$ cat config.mk
export PLATFORM = sky130hd
export DESIGN_NAME = div_secuencial
export DESIGN_NICKNAME = d
export VERILOG_FILES = /design/src/rtl/div_secuencial.sv
export SDC_FILE = /design/constraint.sdc
export NUM_CORES = 1
export LEC_CHECK = 0
export BUFFER_PORTS_ARGS = -buffer_cell sky130_fd_sc_hd__buf_2
export CAP_MARGIN = 20
export CELL_PAD_IN_SITES_DETAIL_PLACEMENT = 0
export CELL_PAD_IN_SITES_GLOBAL_PLACEMENT = 1
export CORE_MARGIN = 8
export CORE_UTILIZATION = 30
export DETAILED_ROUTE_END_ITERATION = 6
export GPL_TIMING_DRIVEN = 0
export PLACE_DENSITY = 0.6
export SLEW_MARGIN = 10
export SYNTH_ARGS = -nofsm -noshare
export SYNTH_HDL_FRONTEND = slang
export SYNTH_HIERARCHICAL = 1
export SYNTH_SLANG_ARGS = --single-unit
$ cat constraint.sdc
create_clock -name clk -period 3.7 [get_ports clk]
set_clock_uncertainty 0.05 [all_clocks]
set_input_delay 0.74 -clock clk [delete_from_list [all_inputs] [get_ports clk]]
set_output_delay 0.74 -clock clk [all_outputs]
set_load 0.05 [all_outputs]
$ cat src/rtl/div_secuencial.sv
// 4-bit unsigned restoring divider: one shared subtractor stepped over four
// cycles, start/busy/done handshake, divide-by-zero answered in one cycle.

module restador (
    input  logic [3:0] a,
    input  logic [3:0] b,
    output logic [3:0] d,
    output logic       c
);
    logic [4:0] bw;

    assign bw[0] = 1'b0;

    // ripple-borrow chain; c is the final borrow, i.e. a < b
    for (genvar i = 0; i < 4; i++) begin : g_bit
        assign d[i]    = a[i] ^ b[i] ^ bw[i];
        assign bw[i+1] = (~a[i] & b[i]) | (~(a[i] ^ b[i]) & bw[i]);
    end

    assign c = bw[4];
endmodule

// state | meaning
// IDLE  | waiting for start
// RUN   | one restoring iteration per cycle, cnt counts 3..0
// DONE  | results valid, done pulse; start accepted here too
module div_secuencial (
    input  logic       clk,
    input  logic       rst_n,
    input  logic       start,
    input  logic [3:0] dividend,
    input  logic [3:0] divisor,
    output logic       busy,
    output logic       done,
    output logic [3:0] quotient,
    output logic [3:0] remainder,
    output logic       div_zero
);
    typedef enum logic [1:0] {
        IDLE = 2'd0,
        RUN  = 2'd1,
        DONE = 2'd2
    } state_t;

    state_t     state, state_nx;
    logic [3:0] rem_r, quo_r, dvs_r;
    logic [1:0] cnt;
    logic [3:0] trial, diff, rem_step;
    logic       borrow, qbit, accept;

    assign trial = {rem_r[2:0], quo_r[3]};

    restador u_sub (
        .a (trial),
        .b (dvs_r),
        .d (diff),
        .c (borrow)
    );

    // A set rem_r[3] would mean the true trial is >= 16 and must subtract;
    // it never happens for 4-bit operands but keeps the step exact.
    assign qbit     = rem_r[3] | ~borrow;
    assign rem_step = qbit ? diff : trial;
    assign accept   = start && ((state == IDLE) || (state == DONE));

    always_comb begin
        state_nx = state;
        busy     = 1'b0;
        done     = 1'b0;
        case (state)
            IDLE: begin
                if (accept) state_nx = (divisor == 4'd0) ? DONE : RUN;
            end
            RUN: begin
                busy = 1'b1;
                if (cnt == 2'd0) state_nx = DONE;
            end
            DONE: begin
                done = 1'b1;
                if (accept) state_nx = (divisor == 4'd0) ? DONE : RUN;
                else        state_nx = IDLE;
            end
            default: state_nx = IDLE;
        endcase
    end

    always_ff @(posedge clk or negedge rst_n) begin
        if (!rst_n) state <= IDLE;
        else        state <= state_nx;
    end

    always_ff @(posedge clk or negedge rst_n) begin
        if (!rst_n) begin
            rem_r     <= 4'd0;
            quo_r     <= 4'd0;
            dvs_r     <= 4'd0;
            cnt       <= 2'd0;
            quotient  <= 4'd0;
            remainder <= 4'd0;
            div_zero  <= 1'b0;
        end else if (accept) begin
            if (divisor != 4'd0) begin
                rem_r <= 4'd0;
                quo_r <= dividend;
                dvs_r <= divisor;
                cnt   <= 2'd3;
            end else begin
                quotient  <= 4'hF;
                remainder <= dividend;
                div_zero  <= 1'b1;
            end
        end else if (state == RUN) begin
            rem_r <= rem_step;
            quo_r <= {quo_r[2:0], qbit};
            if (cnt == 2'd0) begin
                quotient  <= {quo_r[2:0], qbit};
                remainder <= rem_step;
                div_zero  <= 1'b0;
            end else begin
                cnt <= cnt - 2'd1;
            end
        end
    end
endmodule

== Yosys cells after proc, flatten, opt, wreduce, memory -nomap -nowiden ==
Index checks and enable logic that the tools add are counted.

* Bits in registers: 25
* Bits of input ports: 11
* Output and inout port bits: 11
* Logic and storage cells: 85

* $add $sub $neg: 1
* Bitwise operators: 26
* Mux-type cells: 30
* Reduce and logical (&&, ||, !) cells: 13
* Eq/ne operators: 7

{| class="wikitable"
|+ Operators with widths
! cell !! number
|-
| $mux 4 || 15
|-
| $mux 2 || 8
|-
| $ne 2x2->1 const B || 4
|-
| $not 1->1 || 8
|-
| $and 1x1->1 || 7
|-
| $xor 1x1->1 || 7
|-
| $mux 1 || 6
|-
| $pmux 2 s3 || 1
|-
| $reduce_and 2->1 || 3
|-
| $reduce_and 3->1 || 2
|-
| $logic_not 2->1 || 2
|-
| $logic_not 4->1 || 1
|-
| $or 1x1->1 || 4
|-
| $reduce_bool 2->1 || 2
|-
| $reduce_bool 4->1 || 1
|-
| $eq 2x1->1 const B || 1
|-
| $eq 2x2->1 const B || 1
|-
| $ne 2x1->1 const B || 1
|-
| $sub 2x1->2 const B || 1
|-
| $logic_and 1x1->1 || 1
|-
| $logic_or 1x1->1 || 1
|}

== Logic depth before layout (Yosys ltp) ==
* Word-level depth: 14
* Depth in mapped cells: 14
* Depth with buffers taken out: 13

== Cells and area by module ==
The synthesis kept the hierarchy.

{| class="wikitable"
|+ Modules (own cells, without submodules)
! module !! times used !! seq. area each (um^2) !! cells each !! area an instance (um^2)
|-
| div_secuencial || 1 || 625.6 || 107 || 1134.8
|-
| restador || 1 || 0.0 || 14 || 110.1
|}

== Worst setup path after synthesis ==
Ideal clock, no wire load.

* Path kind: register to register
* Start: register quo_r[3]
* End: register rem_r[1]
* Setup time: 0.120 ns
* Path buffers: 1
* Required time: 3.530 ns
* Stages on the path, launching flop included: 15
* Clock period less this slack: 2.596 ns
* Arrival: 2.426 ns
* Slack: 1.104 ns
* Path through: dfrtp_1 inv_1 ha_1 inv_1 fa_1 inv_1 fa_1 inv_1 fa_1 inv_1 nor2b_1 clkbuf_1 mux2i_1 nor3_1 a31o_1

* Longest elaborated chain between the ends: 13
* Elaborated cells on any way between the ends: 14
* Classes of those cells: mux: 3; bitwise: 11

{| class="wikitable"
|+ RTL lines
! element !! RTL line !! RTL
|-
| from (decl) || 46 || <nowiki>logic [3:0] rem_r, quo_r, dvs_r;</nowiki>
|-
| from (signal assigned) || 104 || <nowiki>quo_r <= dividend;</nowiki>
|-
| from (signal assigned) || 114 || <nowiki>quo_r <= {quo_r[2:0], qbit};</nowiki>
|-
| $not 1->1 || 17 || <nowiki>assign bw[i+1] = (~a[i] & b[i]) | (~(a[i] ^ b[i]) & bw[i]);</nowiki>
|-
| $and 1x1->1 (2 in series) || 17 ||
|-
| $or 1x1->1 || 17 ||
|-
| $and 1x1->1 || 17 ||
|-
| $or 1x1->1 || 17 ||
|-
| $and 1x1->1 || 17 ||
|-
| $or 1x1->1 || 17 ||
|-
| net borrow || 49 || <nowiki>logic borrow, qbit, accept;</nowiki>
|-
| $not 1->1 || 62 || <nowiki>assign qbit = rem_r[3] | ~borrow;</nowiki>
|-
| $or 1x1->1 || 62 ||
|-
| $mux 4 || 63 || <nowiki>assign rem_step = qbit ? diff : trial;</nowiki>
|-
| $mux 4 || 112 || <nowiki>end else if (state == RUN) begin</nowiki>
|-
| $mux 4 || 101 || <nowiki>end else if (accept) begin</nowiki>
|-
| to (signal assigned) || 113 || <nowiki>rem_r <= rem_step;</nowiki>
|-
| to (decl) || 46 ||
|}

The timed path passes the listed nets, and every way through them passes these cells. The select of a mux whose other input is x is not followed.
A chain may end at the register's enable or synchronous reset.

== Worst setup path in the final report ==
* Start: register quo_r[3]
* End: register remainder[0]

* Longest elaborated chain between the ends: 14
* Elaborated cells on any way between the ends: 15
* Classes of those cells: mux: 4; bitwise: 11

{| class="wikitable"
|+ RTL lines
! element !! RTL line !! RTL
|-
| $not 1->1 || 17 ||
|-
| $and 1x1->1 (2 in series) || 17 ||
|-
| $or 1x1->1 || 17 ||
|-
| $and 1x1->1 || 17 ||
|-
| $or 1x1->1 || 17 ||
|-
| $and 1x1->1 || 17 ||
|-
| $or 1x1->1 || 17 ||
|-
| net borrow || 49 ||
|-
| $not 1->1 || 62 ||
|-
| $or 1x1->1 || 62 ||
|-
| $mux 4 || 63 ||
|-
| $mux 4 || 115 || <nowiki>if (cnt == 2'd0) begin</nowiki>
|-
| $mux 4 || 112 ||
|-
| $mux 4 || 101 ||
|-
| to (signal assigned) || 109 || <nowiki>remainder <= dividend;</nowiki>
|-
| to (signal assigned) || 117 || <nowiki>remainder <= rem_step;</nowiki>
|-
| to (decl) || 36 || <nowiki>output logic [3:0] remainder,</nowiki>
|}

The timed path passes the listed nets, and every way through them passes these cells. The select of a mux whose other input is x is not followed.

==> reports/metrics.csv <==
stage,metric,value,unit
sta,setup_tns,0,ns
finish,multi-input logic area,536,um^2
place,Placed Instances,192,
die,die height,80.4,um
worst_setup_path,Worst path most repeated cell,inv_1,
logic_synthesis,Synth top cells by count,"dfrtp_1 (25), inv_1 (14), nand2_1 (10), nor2_1 (10), o21ai_0 (6)",
logic_synthesis,Syn Nets,137,
sta,Max Freq,338,MHz
worst_setup_path,Critical Path RT,3.81,ns
routing,WL/cell,14.0,um
clock_tree,Num Clock Sinks,25,
finish,fraction of layout cells with a size suffix above 1,0.233,
routing,vias per cell,4.75,
place,GPL Wtd Cong,0.729,
global_routing,"Most Used Layer, Global Route",met2,
global_routing,GR Layer Usage met2,0.159,
power_and_ir_drop,Pwr per Cell Area,1030,nW/um^2
logic_synthesis,syn_area_per_cell,10.3,um^2
power_and_ir_drop,worst vdd ir,0.233,mV
finish,Area Growth Syn to Fin,17.4,%
clock_tree,Resized Gates After CTS,0,
sta,Max Slew Vio Count,0,
global_routing,met3 usage,0.0201,
clock_tree,total CTS buffers,3,
die,Ports,22,
clock_tree,H-tree levels,1,
routing,Total Wirelength,2740,um
global_routing,All-Layer GR Usage,0.0915,
sta,final setup vio count,0,
sta,worst-margin pin slew,0.593,ns
sta,period utilization,0.801,
sta,post-layout min period,2.96,ns
worst_setup_path,Critical-path top delay cell,dfrtp_1,
logic_synthesis,Post-synth ARST share,1.00,
logic_synthesis,Synth top area share,0.503,
logic_synthesis,dominant cell type by area after synthesis,dfrtp_1,
worst_setup_path,Worst Path Arrival,3.07,ns
logic_synthesis,Synth area leaders,"dfrtp_1 (50%), fa_1 (4.8%), inv_1 (4.2%)",
finish,Nets,163,
routing,via count,931,
die,row count,23,
finish,Filler Cell Count,433,
clock_tree,Clock Path Buffers,2,
logic_synthesis,Yosys cell types,28,
power_and_ir_drop,leakage,0.000698,uW
worst_setup_path,worst path buffer plus inverter count,6,
die,core area,4000,um^2
clock_tree,TritonCTS clock tree,built,
die,Starting Density,0.311,
routing,1st-iter DRT viols,44,
finish,Final Cell Area,1460,um^2
worst_setup_path,crit path cell chain,inv_1 -> ha_1 -> inv_1 -> fa_1 -> inv_1 -> fa_1 -> inv_1 -> fa_1 -> inv_1 -> nor2b_1 -> clkbuf_1 -> mux2i_1 -> a211oi_1 -> a21o_1,
logic_synthesis,most common cell in the netlist,dfrtp_1,
global_routing,first-pass GRT wire length,4710,um
logic_synthesis,post-synthesis instance area,1240,um^2
worst_setup_path,"slowest stage delay, CP",0.41,ns
routing,DRT Pass-1 Iters,4,
clock_tree,insertion delay to the later sink of the worst-skew pair,0.27,ns
global_routing,largest net degree at the start of global routing,26,
die,die area,6470,um^2
finish,Inserted Diodes,0,
clock_tree,Root Buffer,clkbuf_8,
worst_setup_path,crit path launch type,flip-flop,
place,DP HPWL,2090,um
worst_setup_path,crit-path leading delay family,adder cells,
sta,Max-Slew Margin vs Limit,0.605,
logic_synthesis,Ys Warns,6,
clock_tree,number of hold buffers added after CTS,0,
routing,final antenna-violating net count,0,
logic_synthesis,Main synth FF type,dfrtp_1,
worst_setup_path,crit-path max FO,6,
logic_synthesis,Post-synth EDFFs,0,
clock_tree,# Post-CTS Setup Buffers,0,
sta,Fin Hold WS,0.415,ns
finish,"non-filler cells, final",196,
sta,RSZ-0062 raised after global routing,no,
die,die width,80.4,um
logic_synthesis,Yosys reg bits,25,
sta,final hold vios,0,
logic_synthesis,Synth Instances,121,
worst_setup_path,CP endpoint kind,flip-flop,
place,Port-buffer cells,21,
min_path,Hold Crit Class,primary input to async pin,
logic_synthesis,sequential area share after synthesis,0.503,
global_routing,grt ovf,0,
global_routing,met1 Use GR,0.109,
routing,drt drc,0,
finish,Register Area,626,um^2
global_routing,number of global-route vias before repair,987,
outcome,status,"complete, no violations",
place,"Cell Area, Placed",1410,um^2
global_routing,antenna violations before repair,0,
job,MaxCap Viol Count,0,
clock_tree,clock-pin slew on the worst setup and hold paths,0.10,ns
worst_setup_path,crit path kind,flip-flop to flip-flop,
==> area by class of cell <==
class	instances	area share
sequential	25	0.428
multi-input combinational	75	0.366
timing repair buffer	21	0.0719
tap	50	0.0428
inverter	15	0.0385
clock buffer	3	0.0283
buffer	6	0.0188
clock inverter	1	0.00514
==> where the power goes <==
part,internal (uW),switching (uW),total [uW],leakage [uW]
combinational,297,546,843,0.000383
sequential,406,88.6,494,0.000293
clock,76.3,89.2,165,0.0000217
==> through the flow <==
step,total power (uW),setup WS [ns],util
final,1500,0.738,0.365
after floorplan,1150,1.10,-
after detailed placement,1360,0.757,0.353
after CTS,1530,0.719,0.365
after global routing,1640,0.519,0.365
after global placement,1340,0.786,0.353
==> placed cells by master, fill, tap and decap left out, types with 5 or more instances in the layout <==
master and instances:
o21ai_0 6, buf_2 25, dfrtp_1 25, inv_1 14
nor3_1 5, nand2_1 10, nor2_1 10
==> layer usage <==
layer | part of all wire | vias to the layer above | routed length, um
met2 | 0.49 | 12 | 1330
met1 | 0.47 | 455 | 1280
met5 | 0 | - | 0
li1 | - | 462 | -
met4 | 0.0069 | 0 | 19
met3 | 0.041 | 2 | 112
==> flip-flops by register name (all words and copies together), names as in the netlist <==
name and count:
state 2, dvs_r 4, rem_r 4, div_zero 1
cnt 2, remainder 4, quotient 4, quo_r 4
==> path summary, 6_finish.rpt <==
check,start,endpoint,slack (ns),depth (start not counted)
setup reg to reg,quo_r[3],remainder[0],0.74,14
hold reg to reg,cnt[0],cnt[0],0.42,1
min in group clk,cnt[0],cnt[0],0.42,1
setup / recovery,quo_r[3],remainder[0],0.74,14
max in group asynchronous,rst_n,quotient[1],2.79,1
hold / removal,rst_n,dvs_r[1],0.42,1
==> cell families after synthesis <==
| group | share of synthesized area |
|---|---|
| DFF | 0.503 |
| AOI/OAI and AO/OA | 0.186 |
| buffers and inverters | 0.0673 |
| adders and majority gates | 0.0683 |
| muxes | 0.0412 |
| and+or+nand+nor | 0.135 |
No activity file was read; power rests on OpenSTA's default activity.
